**src/rtl/div2_sequencer_if.sv**
```systemverilog
// Memory-port and Start/Ack launch signals shared between the division
// sequencer (master) and the host/data-memory side (slave).
interface div2_sequencer_if #(
    parameter int AW = 8
);
    logic          Start;
    logic          Ack;
    logic          Busy;
    logic [AW-1:0] MemAddr;
    logic          MemWrEn;
    logic [7:0]    MemWrData;
    logic [7:0]    MemRdData;

    modport master (
        input  Start, MemRdData,
        output Ack, Busy, MemAddr, MemWrEn, MemWrData
    );

    modport slave (
        output Start, MemRdData,
        input  Ack, Busy, MemAddr, MemWrEn, MemWrData
    );
endinterface

```
**src/rtl/div2_sequencer.sv**
```systemverilog
// Fetches a 16-bit dividend and 8-bit divisor, produces a 16.8 fixed-point
// quotient by bit-serial restoring division and writes it back as 3 bytes.
// state  | meaning
// IDLE   | waiting for first launch
// LD_HI  | read dividend[15:8]
// LD_LO  | read dividend[7:0]
// LD_DIV | read divisor; zero divisor bypasses DIVIDE with all-ones quotient
// DIVIDE | one quotient bit per cycle (24, or 25 with guard bit)
// WR_HI  | write q[23:16]
// WR_MID | write q[15:8]
// WR_LO  | write q[7:0]
// DONE   | Ack held; a new launch restarts at LD_HI
module div2_sequencer #(
    parameter int            AW           = 8,
    parameter logic [AW-1:0] DIN_HI_ADDR  = AW'(0),
    parameter logic [AW-1:0] DIN_LO_ADDR  = AW'(1),
    parameter logic [AW-1:0] DIVISOR_ADDR = AW'(2),
    parameter logic [AW-1:0] RES_ADDR     = AW'(4),
    parameter int            ROUND        = 0
) (
    input logic               Clk,
    input logic               Reset,
    div2_sequencer_if.master  bus
);

    localparam int         QW       = 24 + ((ROUND != 0) ? 1 : 0);
    localparam logic [4:0] CNT_LOAD = 5'(QW - 1);

    typedef enum logic [3:0] {
        IDLE, LD_HI, LD_LO, LD_DIV, DIVIDE, WR_HI, WR_MID, WR_LO, DONE
    } state_t;

    state_t          state, state_nxt;
    logic            start_q;
    logic [15:0]     dividend;
    logic [7:0]      divisor;
    logic [23:0]     num;
    logic [7:0]      rem;
    logic [QW-1:0]   quo;
    logic [4:0]      cnt;

    logic            launch;
    logic [8:0]      rem_shift;
    logic            rem_ge;
    logic [7:0]      rem_diff;
    logic [23:0]     quot;
    logic            guard;
    logic [23:0]     result;

    assign launch    = bus.Start && !start_q;
    assign rem_shift = {rem, num[23]};
    assign rem_ge    = rem_shift >= {1'b0, divisor};
    // True difference is below the divisor, so 8 bits are enough.
    assign rem_diff  = rem_shift[7:0] - divisor;

    assign quot   = quo[QW-1 -: 24];
    assign guard  = (ROUND != 0) ? quo[0] : 1'b0;
    assign result = (quot == 24'hFF_FFFF) ? quot : quot + {23'd0, guard};

    always_ff @(posedge Clk) begin
        if (Reset) begin
            state    <= IDLE;
            start_q  <= 1'b0;
            dividend <= '0;
            divisor  <= '0;
            num      <= '0;
            rem      <= '0;
            quo      <= '0;
            cnt      <= '0;
        end else begin
            state   <= state_nxt;
            start_q <= bus.Start;
            case (state)
                LD_HI: dividend[15:8] <= bus.MemRdData;
                LD_LO: dividend[7:0]  <= bus.MemRdData;
                LD_DIV: begin
                    divisor <= bus.MemRdData;
                    num     <= {dividend, 8'h00};
                    rem     <= '0;
                    cnt     <= CNT_LOAD;
                    if (bus.MemRdData == 8'h00) quo <= '1;
                end
                DIVIDE: begin
                    num <= {num[22:0], 1'b0};
                    rem <= rem_ge ? rem_diff : rem_shift[7:0];
                    quo <= {quo[QW-2:0], rem_ge};
                    cnt <= cnt - 5'd1;
                end
                default: ;
            endcase
        end
    end

    always_comb begin
        state_nxt     = state;
        bus.Ack       = 1'b0;
        bus.Busy      = 1'b0;
        bus.MemAddr   = '0;
        bus.MemWrEn   = 1'b0;
        bus.MemWrData = '0;
        case (state)
            IDLE: if (launch) state_nxt = LD_HI;
            LD_HI: begin
                bus.Busy    = 1'b1;
                bus.MemAddr = DIN_HI_ADDR;
                state_nxt   = LD_LO;
            end
            LD_LO: begin
                bus.Busy    = 1'b1;
                bus.MemAddr = DIN_LO_ADDR;
                state_nxt   = LD_DIV;
            end
            LD_DIV: begin
                bus.Busy    = 1'b1;
                bus.MemAddr = DIVISOR_ADDR;
                state_nxt   = (bus.MemRdData == 8'h00) ? WR_HI : DIVIDE;
            end
            DIVIDE: begin
                bus.Busy = 1'b1;
                if (cnt == 5'd0) state_nxt = WR_HI;
            end
            WR_HI: begin
                bus.Busy      = 1'b1;
                bus.MemWrEn   = 1'b1;
                bus.MemAddr   = RES_ADDR;
                bus.MemWrData = result[23:16];
                state_nxt     = WR_MID;
            end
            WR_MID: begin
                bus.Busy      = 1'b1;
                bus.MemWrEn   = 1'b1;
                bus.MemAddr   = RES_ADDR + AW'(1);
                bus.MemWrData = result[15:8];
                state_nxt     = WR_LO;
            end
            WR_LO: begin
                bus.Busy      = 1'b1;
                bus.MemWrEn   = 1'b1;
                bus.MemAddr   = RES_ADDR + AW'(2);
                bus.MemWrData = result[7:0];
                state_nxt     = DONE;
            end
            DONE: begin
                bus.Ack = 1'b1;
                if (launch) state_nxt = LD_HI;
            end
            default: state_nxt = IDLE;
        endcase
    end

endmodule

```
**src/flat_wrapper.sv**
```systemverilog
// flat-port wrapper written by rule: the top's interface ports become plain ports
module div2_sequencer_flat 
#(
    parameter int            AW           = 8,
    parameter logic [AW-1:0] DIN_HI_ADDR  = AW'(0),
    parameter logic [AW-1:0] DIN_LO_ADDR  = AW'(1),
    parameter logic [AW-1:0] DIVISOR_ADDR = AW'(2),
    parameter logic [AW-1:0] RES_ADDR     = AW'(4),
    parameter int            ROUND        = 0
)
  (Clk, Reset, bus_Start, bus_MemRdData, bus_Ack, bus_Busy, bus_MemAddr, bus_MemWrEn, bus_MemWrData);
  div2_sequencer_if #(.AW(AW)) bus_i ();
  input logic Clk;
  input logic Reset;
  input wire logic [$bits(bus_i.Start)-1:0] bus_Start;
  input wire logic [$bits(bus_i.MemRdData)-1:0] bus_MemRdData;
  output wire logic [$bits(bus_i.Ack)-1:0] bus_Ack;
  output wire logic [$bits(bus_i.Busy)-1:0] bus_Busy;
  output wire logic [$bits(bus_i.MemAddr)-1:0] bus_MemAddr;
  output wire logic [$bits(bus_i.MemWrEn)-1:0] bus_MemWrEn;
  output wire logic [$bits(bus_i.MemWrData)-1:0] bus_MemWrData;
  assign bus_i.Start = bus_Start;
  assign bus_i.MemRdData = bus_MemRdData;
  assign bus_Ack = bus_i.Ack;
  assign bus_Busy = bus_i.Busy;
  assign bus_MemAddr = bus_i.MemAddr;
  assign bus_MemWrEn = bus_i.MemWrEn;
  assign bus_MemWrData = bus_i.MemWrData;
  div2_sequencer #(.AW(AW), .DIN_HI_ADDR(DIN_HI_ADDR), .DIN_LO_ADDR(DIN_LO_ADDR), .DIVISOR_ADDR(DIVISOR_ADDR), .RES_ADDR(RES_ADDR), .ROUND(ROUND)) u_core (.Clk(Clk), .Reset(Reset), .bus(bus_i));
endmodule
```
**config.mk**
```make
export PLATFORM = sky130hd
export DESIGN_NAME = div2_sequencer_flat
export DESIGN_NICKNAME = d
export VERILOG_FILES = /design/src/rtl/div2_sequencer_if.sv /design/src/rtl/div2_sequencer.sv /design/src/flat_wrapper.sv
export SDC_FILE = /design/constraint.sdc
export NUM_CORES = 1
export LEC_CHECK = 0
export BUFFER_PORTS_ARGS = -buffer_cell sky130_fd_sc_hd__clkbuf_2
export CORE_AREA = 2 2 86 88
export CTS_CLUSTER_DIAMETER = 150
export CTS_CLUSTER_SIZE = 8
export DETAILED_ROUTE_END_ITERATION = 10
export DIE_AREA = 0 0 88 90
export PLACE_DENSITY = 0.81
export RECOVER_POWER = 25
export SLEW_MARGIN = 20
export SYNTH_ARGS = -nofsm -noshare
export SYNTH_HDL_FRONTEND = slang
export SYNTH_SLANG_ARGS = --single-unit
export TNS_END_PERCENT = 20
```
**constraint.sdc**
```tcl
create_clock -name Clk -period 6.3 [get_ports Clk]
set_clock_uncertainty 0.2 [all_clocks]
set_input_delay 0.63 -clock Clk [delete_from_list [all_inputs] [get_ports Clk]]
set_output_delay 0.63 -clock Clk [all_outputs]
set_load 0.1 [all_outputs]
```
==> flow_summary.toml, run 1 <==
[setup_path]
crit_arrival_ns = 4.55
crit_chain = "clkbuf_1 > clkbuf_1 > nor3_2 > and2_1 > a41oi_1 > o21ai_1"
cp_top_family = "buffers and inverters"
required_ns = 6.35
startpoint_type = "primary input"
slowest_delay_ns = 1.92
slowest_stage = "clkbuf_1"
cpMostUsedCell = "clkbuf_1"
crit_buf_inv = 2
criticalPathCategory = "in2reg"
critPathMaxFanout = 59
cp-end-kind = "flop"

[pwr]
clkPwrFrac = 0.276
seq_power_share = 0.397
p_per_area_nw_per_um2 = 387
power.leakage_nw = 1.59
p_switching_uw = 690
switching_share = 0.401
ir_drop_uv = 296
p_comb_frac = 0.327
internal-power_mw = 1.03

[clock_tree]
cts_buffers = 9
post_cts_buffers = 0
clk_pin_slew_ns = 0.08
cts_resized = 0
clock_path_buffers = 2
root_buffer = "clkbuf_8"
cts_max_level = 3
clock_latency_ns = 0.36
cts_tree = "yes"
cts_sinks = 82
cts_hold_buf = 0

[synthesis]
ys_ff_latch = 82
yosys.area.top_type = "dfxtp_1"
ys_top_cells_by_area = "dfxtp_1 (40%), nand2_1 (6.7%), a21oi_1 (6.2%), nor3_2 (5.3%), nor2_1 (4.8%)"
ys_warn_count = 0
synth-edff-count = 0
synthTopCellsByCount = "dfxtp_1 (82), nand2_1 (74), nor2_1 (53)"
syn_area_sq_um = 4120
syn_inst = 486
synthArstFlopShare = 0
yosysMostFrequentCell = "dfxtp_1"
ys_seq_area_frac = 0.399
synth_cell_types = 61
ys.flop_type = "dfxtp_1"
avgSynthCellArea_sq_um = 8.48
synth_top_area_frac = 0.399

[place]
globalplace.congestion = 0.883
numPortBuffers = 24
dpl.hpwl_um = 5900
post-place-ws_ns = 3.30

[status]
failed_checks = "capacitance limit, slew limit"
status = "complete, but fails checks"

[finish]
fill_cells = 581
drive_gt1_frac = 0.210
diodes = 0
nNetsFinal = 517
regArea_sq_um = 1640
multi_input_area_sq_um = 2230
area_delta_synth_final_pct = 7.84

[global_route]
grt_pass1_wl_um = 14900
grt_pass1_vias = 3114
grt_max_degree = 60
antenna_found_initial = 0
grt-ovfl-total = 0
grtUsageTotal = 0.235

[min_path]
min_path_type = "reg2reg"

[timing]
fin_crit_sh = 0.715
setup_violations = 0
worstMarginPinSlew_ns = 2.59
slew_headroom = -0.725
rsz0062_at_grt = "false"
fin_ws_ns = 1.80
max_freq_ghz = 0.222
hold_violations = 0
fin_tns_setup_ns = 0
fin_hold_ws_ns = 0.258
layout_min_cycle_time_ns = 4.50
maxSlewViolCount = 60

[flow_run]
cap_violations = 1

[drt]
antenna_left = 0
avgRoutedWirePerCell_um = 14.8
via_per_inst = 5.70
vias = 3417
routed_wl_um = 8880
drtIter0Drc = 175
dr.pass1.iters = 7
drc = 0

[floorplanning]
die_y_um = 90
rows = 31
die_w_um = 88
design.portCount = 30
core_sq_um = 7020
dieArea_sq_um = 7920
start_util = 0.587
## power groups by stage
stage | sequential [mW] | clock (mW) | combinational, mW
CTS | 0.681 | 0.478 | 0.563
finish | 0.683 | 0.476 | 0.562
global placement | 0.686 | 0 | 0.544
detailed placement | 0.692 | 0 | 0.560
floorplan | 0.641 | 0 | 0.520
global route | 0.692 | 0.498 | 0.615
## cell usage in the layout, fill, tap and decap left out, types with 8 or more instances in the layout
cell,n
a22oi_1,23
a21oi_1,51
nor3_2,22
dfxtp_1,82
nor3_1,8
clkbuf_8,9
mux2_2,8
ha_1,10
clkbuf_2,23
inv_1,13
nand2_1,74
nor2_2,21
nor2_1,53
## sequential cells by signal, summed over array words and instances (netlist names)
register         cells
u_core.cnt           5
u_core.divisor       8
u_core.quo          24
u_core.num          16
u_core.start_q       1
u_core.state         4
u_core.rem           8
u_core.dividend     16
## path summary, 6_finish.rpt
kind / from / endpoint / slack [ns] / depth (start not counted)
worst max-delay path: Reset / u_core.rem[7]$_SDFFE_PP0N_ / 1.80 / 6
worst min-delay path: u_core.divisor[6]$_SDFFE_PP0P_ / u_core.divisor[6]$_SDFFE_PP0P_ / 0.26 / 2
worst max register to register: u_core.state[1]$_SDFFE_PP0P_ / u_core.rem[7]$_SDFFE_PP0N_ / 3.78 / 6
worst min register to register: u_core.divisor[6]$_SDFFE_PP0P_ / u_core.divisor[6]$_SDFFE_PP0P_ / 0.26 / 2
## tightest hold or removal path, stage by stage (launching register included)
cell	delay, ns
dfxtp_1	0.31
nand2_1	0.05
a21oi_1	0.05
## logic make-up after synthesis
| group | share of synthesized area |
|---|---|
| AND/OR/NAND/NOR | 0.304 |
| other | 0.000910 |
| XOR/XNOR | 0.00851 |
| adder cells (fa/ha/maj) | 0.0352 |
| multiplexers | 0.0243 |
| AO/OA/AOI/OAI | 0.166 |
| flip-flops | 0.399 |
| buffers and inverters | 0.0626 |
## final cells by class
cell class	instances	area share
multi-input cells	361	0.503
inverters	13	0.0110
well taps	99	0.0279
clock inverters	7	0.0279
flip-flops and latches	82	0.370
clock buffers	9	0.0279
repair buffers	28	0.0327
## per-stage QoR
stage / utilization / std cells / total power [mW] / cell area, sq um
floorplan: - / 490 / 1.16 / 4130
CTS: 0.633 / 599 / 1.72 / 4450
finish: 0.633 / 599 / 1.72 / 4440
detailed placement: 0.598 / 583 / 1.25 / 4200
global placement: 0.598 / 583 / 1.23 / 4200
global route: 0.633 / 599 / 1.81 / 4440
## layer usage
| layer | global-route usage | wire, um | up-vias |
|---|---|---|---|
| met3 | 0.0358 | 272 | 13 |
| met5 | 0 | 0 | - |
| li1 | - | - | 1700 |
| met1 | 0.320 | 3950 | 1640 |
| met4 | 0.0859 | 123 | 0 |
| met2 | 0.373 | 4540 | 64 |
(Power assumes the default switching activity.)
==> run 2: changes to the inputs <==
- clock period: 6.3 -> 4.7 ns (I/O delays scaled with it)
==> flow_summary.toml, run 2 (synthesis gave the netlist of run 1 again) <==
[global_route]
grtUsageTotal = 0.233
grt_max_degree = 41
grt_pass1_wl_um = 15000
grt_pass1_vias = 3271
grt-ovfl-total = 0
antenna_found_initial = 0

[floorplanning]
core_sq_um = 7020
die_w_um = 88
start_util = 0.587
design.portCount = 30
rows = 31
dieArea_sq_um = 7920
die_y_um = 90

[setup_path]
slowest_stage = "clkbuf_1"
r2r_setup_slack_ns = 1.93
timing.rr.end = "u_core.rem[7]$_SDFFE_PP0N_"
timing.rr.start = "u_core.state[1]$_SDFFE_PP0P_"
criticalPathCategory = "in2reg"
required_ns = 4.65
cp-end-kind = "flop"
crit_arrival_ns = 3.50
reg2reg_depth = 5
crit_chain = "clkbuf_1 > clkbuf_1 > a21oi_1"
slowest_delay_ns = 1.67
startpoint = "Reset"
startpoint_type = "primary input"
cpMostUsedCell = "clkbuf_1"
cp-endpoint = "u_core.dividend[1]$_SDFFE_PP0P_"
critPathMaxFanout = 40

[drt]
avgRoutedWirePerCell_um = 14.7
dr.pass1.iters = 4
drtIter0Drc = 220
via_per_inst = 5.65
drc = 0
vias = 3386
routed_wl_um = 8810
antenna_left = 0

[finish]
multi_input_area_sq_um = 2230
regArea_sq_um = 1640
final_cell_mix = "dfxtp_1 (82), nand2_1 (74), nor2_1 (53)"
drive_gt1_frac = 0.208
largest_reg_flops = 24
final_area_sq_um = 4430
final_common_cell = "dfxtp_1"
fill_cells = 593
fin_cells = 599
diodes = 0
area_delta_synth_final_pct = 7.47
nNetsFinal = 517
largest-register = "u_core.quo"
top_regs = "u_core.quo (24), u_core.dividend (16), u_core.num (16)"

[timing]
max_freq_ghz = 0.282
fin_tns_setup_ns = 0
maxSlewViolCount = 80
rsz0062_at_grt = "false"
setup_violations = 0
fin_crit_sh = 0.756
slew_headroom = -0.593
hold_violations = 0
layout_min_cycle_time_ns = 3.55
worstMarginPinSlew_ns = 2.39

[pwr]
p_per_area_nw_per_um2 = 512
finalPower_mw = 2.27
power.leakage_nw = 1.59
ir_drop_uv = 278

[clock_tree]
cts_max_level = 3
cts_sinks = 82
clk_pin_slew_ns = 0.08
cts_tree = "yes"
cts_buffers = 9
clock_latency_ns = 0.35
post_cts_buffers = 0
cts_hold_buf = 0
cts_resized = 0
clock_path_buffers = 2
root_buffer = "clkbuf_8"

[flow_run]
cap_violations = 2

[min_path]
min_path_type = "in2reg"

[place]
place_inst = 583
numPortBuffers = 24
globalplace.congestion = 0.917
dpl.hpwl_um = 5980
dpl_cell_area_sq_um = 4200

[status]
failed_checks = "capacitance limit, slew limit"
status = "complete, but fails checks"
## run 2: power breakdown
| part | total (mW) | leakage, nW | switching (mW) | internal, mW |
|---|---|---|---|---|
| combinational | 0.753 | 0.804 | 0.520 | 0.233 |
| clock | 0.599 | 0.120 | 0.248 | 0.351 |
| sequential | 0.916 | 0.663 | 0.127 | 0.790 |
## run 2: worst min-delay path by stage
| stage | startpoint | cells past startpoint | slack (ns) | end |
|---|---|---|---|---|
| 5_1_grt | bus_Start | 2 | 0.16 | u_core.start_q$_SDFF_PP0_ |
| 2_1_floorplan | u_core.dividend[0]$_SDFFE_PP0P_ | 2 | 0.23 | u_core.dividend[0]$_SDFFE_PP0P_ |
| 6_report | bus_Start | 2 | 0.16 | u_core.start_q$_SDFF_PP0_ |
| 3_5_place_dp | u_core.dividend[6]$_SDFFE_PP0P_ | 2 | 0.25 | u_core.dividend[6]$_SDFFE_PP0P_ |
| 4_1_cts | bus_Start | 2 | 0.16 | u_core.start_q$_SDFF_PP0_ |
| 3_3_place_gp | u_core.dividend[6]$_SDFFE_PP0P_ | 2 | 0.24 | u_core.dividend[6]$_SDFFE_PP0P_ |
## run 2: metal layers
layer,routed length [um],global-route usage
met1,3900,0.307
met3,287,0.0459
met2,4510,0.381
met5,0,0
met4,114,0.0731
## run 2: worst max-delay path: cells and delay by family
family	cells	cell delay, ns
buf+inv	2	2.92
compound gates	1	0.09
## run 2: through the flow
stage           util  setup slack [ns]  hold slack [ns]
2_1_floorplan      -              1.01            0.232
3_3_place_gp   0.598              1.98            0.242
3_5_place_dp   0.598              1.87            0.246
4_1_cts        0.631              1.48            0.160
5_1_grt        0.631             0.932            0.157
6_report       0.631              1.15            0.163
## run 2: final cells by class
cell class              count  area share
multi-input cells         361       0.505
flip-flops and latches     82       0.371
well taps                  99      0.0280
inverters                  13      0.0110
clock buffers              10      0.0288
repair buffers             28      0.0328
clock inverters             6      0.0237
